<file path="src/rtl/cpu6502_pkg.sv">
// Shared 6502 datapath definitions.
// Holds the PC sequencer state type and the hardware vector addresses so the
// PC stage and the interrupt sequencer agree on them.
package cpu6502_pkg;

  typedef enum logic [1:0] {
    VEC_LO = 2'd0,
    VEC_HI = 2'd1,
    RUN    = 2'd2
  } pc_state_t;

  localparam logic [15:0] RST_VEC = 16'hFFFC;
  localparam logic [15:0] NMI_VEC = 16'hFFFA;
  localparam logic [15:0] IRQ_VEC = 16'hFFFE;

endpackage

</file>
<file path="src/rtl/pc_increment_unit_if.sv">
// Control, bus and vector-fetch signals of the program-counter stage.
// master: the sequencer/decoder side that drives controls and vector data.
// slave : the PC stage itself.
interface pc_increment_unit_if;
  import cpu6502_pkg::*;

  // datapath controls
  logic        PCL_SEL_ADL;
  logic        PCH_SEL_ADH;
  logic        PC_LOAD;
  logic        PC_INC;
  logic [7:0]  ADL_DATA;
  logic [7:0]  ADH_DATA;
  // bus output enables
  logic        PCL_DB_EN;
  logic        PCL_ADL_EN;
  logic        PCH_DB_EN;
  logic        PCH_ADH_EN;
  // bus outputs
  logic [7:0]  DB_OUT;
  logic [7:0]  ADL_OUT;
  logic [7:0]  ADH_OUT;
  logic [15:0] PC_OUT;
  logic        PCL_CARRY;
  // reset-vector fetch
  logic        VEC_REQ;
  logic [15:0] VEC_ADDR;
  logic        VEC_ACK;
  logic [7:0]  VEC_DATA;
  logic        READY;

  modport master (
    output PCL_SEL_ADL, PCH_SEL_ADH, PC_LOAD, PC_INC, ADL_DATA, ADH_DATA,
    output PCL_DB_EN, PCL_ADL_EN, PCH_DB_EN, PCH_ADH_EN,
    output VEC_ACK, VEC_DATA,
    input  DB_OUT, ADL_OUT, ADH_OUT, PC_OUT, PCL_CARRY,
    input  VEC_REQ, VEC_ADDR, READY
  );

  modport slave (
    input  PCL_SEL_ADL, PCH_SEL_ADH, PC_LOAD, PC_INC, ADL_DATA, ADH_DATA,
    input  PCL_DB_EN, PCL_ADL_EN, PCH_DB_EN, PCH_ADH_EN,
    input  VEC_ACK, VEC_DATA,
    output DB_OUT, ADL_OUT, ADH_OUT, PC_OUT, PCL_CARRY,
    output VEC_REQ, VEC_ADDR, READY
  );

endinterface

</file>
<file path="src/rtl/pc_inc8.sv">
// One byte of the PC incrementer: source mux followed by a +carry-in adder.
// Ports:
//   i_sel  - 1 selects i_ext (bus), 0 selects i_reg (register loop)
//   i_ext  - external bus byte
//   i_reg  - current register byte
//   i_cin  - carry / increment input
//   o_sum  - (selected byte + i_cin) mod 256
//   o_cout - carry out of the byte
module pc_inc8 (
  input  logic       i_sel,
  input  logic [7:0] i_ext,
  input  logic [7:0] i_reg,
  input  logic       i_cin,
  output logic [7:0] o_sum,
  output logic       o_cout
);

  logic [7:0] w_src;

  assign w_src           = i_sel ? i_ext : i_reg;
  assign {o_cout, o_sum} = {1'b0, w_src} + {8'd0, i_cin};

endmodule

</file>
<file path="src/rtl/pc_increment_unit.sv">
// 6502 program-counter stage: PCLS/PCHS source select, increment with
// low-to-high carry, PCL/PCH storage, bus drivers, and a reset-vector loader
// that fetches the start address before honouring datapath controls.
// Ports:
//   CLK   - system clock, rising edge
//   RST_N - asynchronous active-low reset
//   bus   - slave modport carrying controls, bus enables/outputs and the
//           vector-fetch handshake (VEC_REQ/VEC_ADDR/VEC_ACK/VEC_DATA/READY)
module pc_increment_unit
  import cpu6502_pkg::*;
#(
  parameter logic [15:0] RESET_VECTOR = RST_VEC,
  parameter logic [15:0] RESET_PC     = 16'h0000
) (
  input  logic                 CLK,
  input  logic                 RST_N,
  pc_increment_unit_if.slave   bus
);

  pc_state_t  r_state;
  pc_state_t  w_state_nxt;
  logic [7:0] r_pcl;
  logic [7:0] r_pch;
  logic       r_carry;

  logic [7:0] w_pcl_d;
  logic [7:0] w_pch_d;
  logic       w_carry_d;
  logic [7:0] w_lo_next;
  logic [7:0] w_hi_next;
  logic       w_lo_cout;
  logic       w_hi_cout_unused;

  pc_inc8 u_inc_lo (
    .i_sel  (bus.PCL_SEL_ADL),
    .i_ext  (bus.ADL_DATA),
    .i_reg  (r_pcl),
    .i_cin  (bus.PC_INC),
    .o_sum  (w_lo_next),
    .o_cout (w_lo_cout)
  );

  // High byte only ever adds the low-byte carry; its own carry-out is the
  // silent 16-bit wrap FFFF -> 0000.
  pc_inc8 u_inc_hi (
    .i_sel  (bus.PCH_SEL_ADH),
    .i_ext  (bus.ADH_DATA),
    .i_reg  (r_pch),
    .i_cin  (w_lo_cout),
    .o_sum  (w_hi_next),
    .o_cout (w_hi_cout_unused)
  );

  always_ff @(posedge CLK or negedge RST_N) begin
    if (!RST_N) begin
      r_state <= VEC_LO;
      r_pcl   <= RESET_PC[7:0];
      r_pch   <= RESET_PC[15:8];
      r_carry <= 1'b0;
    end else begin
      r_state <= w_state_nxt;
      r_pcl   <= w_pcl_d;
      r_pch   <= w_pch_d;
      r_carry <= w_carry_d;
    end
  end

  // Vector bytes land directly in PCL/PCH; datapath controls only act in RUN.
  always_comb begin
    w_state_nxt = r_state;
    w_pcl_d     = r_pcl;
    w_pch_d     = r_pch;
    w_carry_d   = 1'b0;
    unique case (r_state)
      VEC_LO: begin
        if (bus.VEC_ACK) begin
          w_pcl_d     = bus.VEC_DATA;
          w_state_nxt = VEC_HI;
        end
      end
      VEC_HI: begin
        if (bus.VEC_ACK) begin
          w_pch_d     = bus.VEC_DATA;
          w_state_nxt = RUN;
        end
      end
      RUN: begin
        if (bus.PC_LOAD) begin
          w_pcl_d   = w_lo_next;
          w_pch_d   = w_hi_next;
          // Low carry can only be set when PC_INC=1 and the source was FF.
          w_carry_d = w_lo_cout;
        end
      end
      default: w_state_nxt = VEC_LO;
    endcase
  end

  assign bus.PC_OUT    = {r_pch, r_pcl};
  assign bus.PCL_CARRY = r_carry;
  assign bus.READY     = (r_state == RUN);
  // Request is suppressed while reset is asserted even though the state
  // register already sits in VEC_LO.
  assign bus.VEC_REQ   = RST_N && (r_state != RUN);
  // VEC_HI and RUN both present the high-byte address, so RUN holds it.
  assign bus.VEC_ADDR  = (r_state == VEC_LO) ? RESET_VECTOR
                                             : RESET_VECTOR + 16'd1;

  // Bus drivers stay quiet during reset regardless of the enables.
  assign bus.DB_OUT  = !RST_N         ? 8'h00 :
                       bus.PCL_DB_EN  ? r_pcl :
                       bus.PCH_DB_EN  ? r_pch : 8'h00;
  assign bus.ADL_OUT = (RST_N && bus.PCL_ADL_EN) ? r_pcl : 8'h00;
  assign bus.ADH_OUT = (RST_N && bus.PCH_ADH_EN) ? r_pch : 8'h00;

endmodule

</file>
<file path="src/flat_wrapper.sv">
// flat-port wrapper written by rule: the top's interface ports become plain ports
module pc_increment_unit_flat import cpu6502_pkg::*;
#(
  parameter logic [15:0] RESET_VECTOR = RST_VEC,
  parameter logic [15:0] RESET_PC     = 16'h0000
)
  (CLK, RST_N, bus_PCL_SEL_ADL, bus_PCH_SEL_ADH, bus_PC_LOAD, bus_PC_INC, bus_ADL_DATA, bus_ADH_DATA, bus_PCL_DB_EN, bus_PCL_ADL_EN, bus_PCH_DB_EN, bus_PCH_ADH_EN, bus_VEC_ACK, bus_VEC_DATA, bus_DB_OUT, bus_ADL_OUT, bus_ADH_OUT, bus_PC_OUT, bus_PCL_CARRY, bus_VEC_REQ, bus_VEC_ADDR, bus_READY);
  pc_increment_unit_if bus_i ();
  input  logic CLK;
  input  logic RST_N;
  input wire logic [$bits(bus_i.PCL_SEL_ADL)-1:0] bus_PCL_SEL_ADL;
  input wire logic [$bits(bus_i.PCH_SEL_ADH)-1:0] bus_PCH_SEL_ADH;
  input wire logic [$bits(bus_i.PC_LOAD)-1:0] bus_PC_LOAD;
  input wire logic [$bits(bus_i.PC_INC)-1:0] bus_PC_INC;
  input wire logic [$bits(bus_i.ADL_DATA)-1:0] bus_ADL_DATA;
  input wire logic [$bits(bus_i.ADH_DATA)-1:0] bus_ADH_DATA;
  input wire logic [$bits(bus_i.PCL_DB_EN)-1:0] bus_PCL_DB_EN;
  input wire logic [$bits(bus_i.PCL_ADL_EN)-1:0] bus_PCL_ADL_EN;
  input wire logic [$bits(bus_i.PCH_DB_EN)-1:0] bus_PCH_DB_EN;
  input wire logic [$bits(bus_i.PCH_ADH_EN)-1:0] bus_PCH_ADH_EN;
  input wire logic [$bits(bus_i.VEC_ACK)-1:0] bus_VEC_ACK;
  input wire logic [$bits(bus_i.VEC_DATA)-1:0] bus_VEC_DATA;
  output wire logic [$bits(bus_i.DB_OUT)-1:0] bus_DB_OUT;
  output wire logic [$bits(bus_i.ADL_OUT)-1:0] bus_ADL_OUT;
  output wire logic [$bits(bus_i.ADH_OUT)-1:0] bus_ADH_OUT;
  output wire logic [$bits(bus_i.PC_OUT)-1:0] bus_PC_OUT;
  output wire logic [$bits(bus_i.PCL_CARRY)-1:0] bus_PCL_CARRY;
  output wire logic [$bits(bus_i.VEC_REQ)-1:0] bus_VEC_REQ;
  output wire logic [$bits(bus_i.VEC_ADDR)-1:0] bus_VEC_ADDR;
  output wire logic [$bits(bus_i.READY)-1:0] bus_READY;
  assign bus_i.PCL_SEL_ADL = bus_PCL_SEL_ADL;
  assign bus_i.PCH_SEL_ADH = bus_PCH_SEL_ADH;
  assign bus_i.PC_LOAD = bus_PC_LOAD;
  assign bus_i.PC_INC = bus_PC_INC;
  assign bus_i.ADL_DATA = bus_ADL_DATA;
  assign bus_i.ADH_DATA = bus_ADH_DATA;
  assign bus_i.PCL_DB_EN = bus_PCL_DB_EN;
  assign bus_i.PCL_ADL_EN = bus_PCL_ADL_EN;
  assign bus_i.PCH_DB_EN = bus_PCH_DB_EN;
  assign bus_i.PCH_ADH_EN = bus_PCH_ADH_EN;
  assign bus_i.VEC_ACK = bus_VEC_ACK;
  assign bus_i.VEC_DATA = bus_VEC_DATA;
  assign bus_DB_OUT = bus_i.DB_OUT;
  assign bus_ADL_OUT = bus_i.ADL_OUT;
  assign bus_ADH_OUT = bus_i.ADH_OUT;
  assign bus_PC_OUT = bus_i.PC_OUT;
  assign bus_PCL_CARRY = bus_i.PCL_CARRY;
  assign bus_VEC_REQ = bus_i.VEC_REQ;
  assign bus_VEC_ADDR = bus_i.VEC_ADDR;
  assign bus_READY = bus_i.READY;
  pc_increment_unit #(.RESET_VECTOR(RESET_VECTOR), .RESET_PC(RESET_PC)) u_core (.CLK(CLK), .RST_N(RST_N), .bus(bus_i));
endmodule
</file>
<file path="config.mk">
export PLATFORM = sky130hd
export DESIGN_NAME = pc_increment_unit_flat
export DESIGN_NICKNAME = d
export VERILOG_FILES = /design/src/rtl/cpu6502_pkg.sv /design/src/rtl/pc_increment_unit_if.sv /design/src/rtl/pc_inc8.sv /design/src/rtl/pc_increment_unit.sv /design/src/flat_wrapper.sv
export SDC_FILE = /design/constraint.sdc
export NUM_CORES = 1
export LEC_CHECK = 0
export ABC_AREA = 1
export CORE_UTILIZATION = 39
export DETAILED_ROUTE_END_ITERATION = 7
export PLACE_DENSITY = 0.76
export SETUP_SLACK_MARGIN = 0.2
export SYNTH_ARGS = -nofsm -noshare
export SYNTH_HDL_FRONTEND = slang
export SYNTH_HIERARCHICAL = 1
export SYNTH_SLANG_ARGS = --single-unit
</file>
<file path="constraint.sdc">
create_clock -name CLK -period 3.26 [get_ports CLK]
set_input_delay 0.815 -clock CLK [delete_from_list [all_inputs] [get_ports CLK]]
set_output_delay 0.815 -clock CLK [all_outputs]
set_load 0.01 [all_outputs]
</file>
# Word-level counts from Yosys, hierarchy flattened
# Cells that the tools add are included.
# totals
word_cells,40
memories,0
mem_bits_ro,0
ramBits,0
ff_bits,19
latchBits,0
inputBits,35
# classes
n_mux,18
n_reduce_logical,9
n_addsub,2
n_eq_ne,6
magnitude_cmp,0
n_div,0
mul,0
n_shift,0
n_bitwise,1
# op_table
cell,count
8-bit two-way mux,10
8-bit one-hot mux with 2 select lines,2
8-bit by 1-bit adder with 9-bit output,1
3-bit AND reduction,3
8-bit by 1-bit adder with 8-bit output,1
"2-bit inequality test, second input constant",4
2-bit one-hot mux with 3 select lines,1
2-bit two-way mux,2
2-bit nonzero test,2
1-bit logical AND,3
1-bit two-way mux,3
"2-bit by 1-bit == test with 1-bit output, second input constant",1
"2-bit == test, second input constant",1
2-bit logical NOT,1
1-bit inverter,1

# Longest topological paths before layout
# logic_depth
depth_word,5
depth_mapped,21
depth_no_buf,20

# By module
# Netlist, hierarchy kept.
# by_module_without_submodules
module,seq_area_each_um2,area_each_um2,cells_each,n_inst
pc_increment_unit,475.5,1358.8,208,1
pc_inc8,0.0,332.8,61,2

# Least setup slack after synthesis
# OpenSTA, ideal clock, no wires.
# synth_path
path_type,input to register
from,input port bus_PCL_SEL_ADL
to,register u_core.r_pch[6]
setup_ps,117
t_arrival_ps,2826
path_stages,21
slack_ps,317
path_cell_list,buf_6 > inv_8 > nand2_1 > nand2_1 > ha_1 > ha_1 > nand3_1 > nor2_4 > nand3_2 > nor2_1 > ha_1 > ha_1 > nand3_1 > nor2_4 > nand2_1 > nand2_1 > nand2_1 > nand3_1 > nand2_1 > nand2_1 > nand2_1
# synth_via
elab_chain_len,5
# synth_lines
item,line,rtl
"start, declared",flat_wrapper.sv:11,input wire logic [$bits(bus_i.PCL_SEL_ADL)-1:0] bus_PCL_SEL_ADL;
8-bit two-way mux,pc_inc8.sv:20,assign w_src = i_sel ? i_ext : i_reg;
8-bit by 1-bit adder with 9-bit output,pc_inc8.sv:21,"assign {o_cout, o_sum} = {1'b0, w_src} + {8'd0, i_cin};"
via u_core.w_lo_cout,pc_increment_unit.sv:31,logic w_lo_cout;
8-bit by 1-bit adder with 8-bit output,pc_inc8.sv:21,
via u_core.w_hi_next[6],pc_increment_unit.sv:30,logic [7:0] w_hi_next;
8-bit two-way mux,pc_increment_unit.sv:88,if (bus.PC_LOAD) begin
8-bit one-hot mux with 2 select lines,pc_increment_unit.sv:74,unique case (r_state)
"end signal, assigned",pc_increment_unit.sv:58,r_pch <= RESET_PC[15:8];
"end signal, assigned",pc_increment_unit.sv:63,r_pch <= w_pch_d;
"end, declared",pc_increment_unit.sv:23,logic [7:0] r_pch;
# The timed path passes the listed nets, and every way through them passes these cells. The select of a mux whose other input is x is not followed.
# A chain may end at the register's enable or synchronous reset.

# Worst setup path in the final report
# layout_path
from,input port bus_PCH_DB_EN
to,output port bus_DB_OUT[4]
# layout_via
elab_chain_len,3
# layout_lines
item,line,rtl
"start, declared",flat_wrapper.sv:19,input wire logic [$bits(bus_i.PCH_DB_EN)-1:0] bus_PCH_DB_EN;
8-bit two-way mux,pc_increment_unit.sv:112,bus.PCH_DB_EN ? r_pch : 8'h00;
8-bit two-way mux,pc_increment_unit.sv:111,bus.PCL_DB_EN ? r_pcl :
8-bit two-way mux,pc_increment_unit.sv:110,assign bus.DB_OUT = !RST_N ? 8'h00 :
"end, declared",flat_wrapper.sv:23,output wire logic [$bits(bus_i.DB_OUT)-1:0] bus_DB_OUT;
# No other way between the ends.

==> flow_summary.ini <==
[setup_path]
worstSetupStartpoint = bus_PCH_DB_EN
crit_path_end_kind = output pin
crit-reg2reg-capture = u_core/r_pch[3]$_DFFE_PN0P_
worst_r2r_setup_slack_ns = 0.79
critical_path.endpoint = bus_DB_OUT[4]
worst_r2r_path_depth = 17
setup_cp_type = input pin to output pin
ff_to_ff_start = u_core/r_pcl[0]$_DFFE_PN0P_
worst-endpoint-required_ns = 2.44
timing.critical_path.from_type = input pin
cp_max_fo = 5
critical_path_arrival_ns = 2.17

[timing]
clock_skew_ns = 0.001734
min_period_ns = 2.987
finalHoldViolations = 0
final_max_slew_viol_count = 0
rsz_0062_raised_after_global_routing = no
fin_ws_ns = 0.2732
max_freq_ghz = 0.3348
min_period_over_period_pct = 91.62
setup_violations = 0

[cells_and_area]
antennaDiodeCount = 0
postLayoutCellArea_um2 = 3018
area_growth_from_synthesis_to_layout_pct = 50.09
drive_above_1_share_pct = 14.80
final_nets = 459
multi_input_area_um2 = 1315
layout.filler_cells = 466
seqCellArea_um2 = 475.5

[clocking]
clock-sinks = 19
clock_tree.root_cell = sky130_fd_sc_hd__clkbuf_8
cts_tree = done
clk_path_buf_depth = 2
clock_latency_ns = 0.25
holdBufCountCts = 0
ctsHtreeMaxLevel = 1
cts_made_buffers = 3
cts.clk_slew.worst_paths_ns = 0.07

[drt]
dr.pass1.iters = 4
detail-route-antenna-nets = 0
routed_via_density = 4.716
vias = 2292
drt_wl_total_mm = 5.987
count_of_unresolved_drc_violations_after_routing = 0
detail_route.iter0.violations = 117
drt-wirelength-per-cell_um = 12.32

[grt]
first_pass_grt_wire_length_mm = 9.356
antenna_found_initial = 0
grt_pass1_vias = 2192
grt_start_max_net_pins = 20
global_route.usage.total_pct = 21.97
gr-total-overflow = 0

[die]
start_util_pct = 41.47
die_h_um = 73.80
chip_width_um = 73.80
fp-row-count = 25
floorplan.die_area_um2 = 5446
fp.coreArea_um2 = 4848
io_pins = 94

[flow_run]
timing.max_cap.violations = 0

[placed_design]
place.gp.congestion = 0.8651
pre_cts_worst_setup_slack_ns = -0.3187
dp_hpwl_mm = 4.639
placed_cell_area_um2 = 2860
place.port_buffers = 78

[power_and_ir_drop]
power_density_nw_per_um2 = 603.7
total_leakage_power_nw = 1.548
post-layout-total-power_mw = 1.822
peakVddDrop_uv = 339.8

[synth]
ys_warn_count = 6
syn-cell-area_um2 = 2011
syn-instance-count = 328
synthesis.area_per_instance_um2 = 6.130

[outcome]
status = completed

[hold_path]
hp-class = flop to flop
hold_depth = 2
-- cell type report --
cell class / count / share of cell area, %
Inverter: 42 / 5.721
Sequential cell: 19 / 15.75
Timing Repair Buffer: 97 / 30.68
Tap cell: 67 / 2.778
Clock buffer: 4 / 1.493
Multi-Input combinational cell: 257 / 43.57
-- metrics by stage --
step                      cells  util, %  TNS [ns]  hold slack [ns]
final                       486    62.25         0           0.6163
after global placement      479    58.99   -0.8269           0.5861
after detailed placement    479    58.99    -1.524           0.6007
after floorplan             341        -         0           0.5194
after global routing        486    62.25         0           0.6500
after CTS                   484    60.18         0           0.6167
-- state kept, by name, indices dropped and copies added, names as in the netlist --
signal                count
u_core/bus.PCL_CARRY      1
u_core/r_pch              8
u_core/r_pcl              8
u_core/r_state            2
-- cell usage in the layout (no fill, tap or decap), types with 6 or more instances in the layout --
cell,instances
sky130_fd_sc_hd__dlygate4sd2_1,8
sky130_fd_sc_hd__clkdlybuf4s50_1,67
sky130_fd_sc_hd__nand3_1,34
sky130_fd_sc_hd__nand2_2,14
sky130_fd_sc_hd__nor2_1,21
sky130_fd_sc_hd__nor2_4,6
sky130_fd_sc_hd__dfrtp_1,19
sky130_fd_sc_hd__nand2_1,130
sky130_fd_sc_hd__conb_1,15
sky130_fd_sc_hd__a21oi_1,8
sky130_fd_sc_hd__buf_4,17
sky130_fd_sc_hd__inv_1,35
-- power by group --
group	internal [mW]	switching, mW
sequential	0.342	0.158
clock	0.0867	0.0738
combinational	0.526	0.635
total	0.955	0.867
-- worst max-delay path, stage by stage --
cell                              delay, ns
sky130_fd_sc_hd__clkdlybuf4s50_1       0.45
sky130_fd_sc_hd__inv_1                 0.06
sky130_fd_sc_hd__nor2_4                0.15
sky130_fd_sc_hd__buf_4                 0.16
sky130_fd_sc_hd__nand2_1               0.05
sky130_fd_sc_hd__a21oi_1               0.19
sky130_fd_sc_hd__dlygate4sd2_1         0.30
-- per-layer routing --
metal | share of wire [%] | up-vias | track usage (%)
li1 | - | 1149 | -
met1 | 42 | 1028 | 26.51
met2 | 50 | 104 | 39.96
met3 | 6.5 | 11 | 3.018
met4 | 1.3 | 0 | 6.838
met5 | 0 | - | 0
-- worst min path at each step --
stage	startpoint	endpoint
2_1_floorplan	RST_N	u_core/bus.PCL_CARRY$_DFF_PN0_
3_3_place_gp	u_core/r_state[0]$_DFFE_PN0P_	u_core/r_state[0]$_DFFE_PN0P_
3_5_place_dp	u_core/r_pcl[4]$_DFFE_PN0P_	u_core/r_pcl[4]$_DFFE_PN0P_
4_1_cts	u_core/r_pcl[4]$_DFFE_PN0P_	u_core/r_pcl[4]$_DFFE_PN0P_
5_1_grt	u_core/r_state[0]$_DFFE_PN0P_	u_core/r_state[0]$_DFFE_PN0P_
6_report	u_core/r_pcl[4]$_DFFE_PN0P_	u_core/r_pcl[4]$_DFFE_PN0P_
-- timing repair --
item                                    CTS  global route
buffers inserted                          1             2
endpoints found under the setup margin   23             7
pin swaps                                 0            12
resized for setup                        14            16
gates cloned                              0             0
No activity file was read; power rests on OpenSTA's default activity.
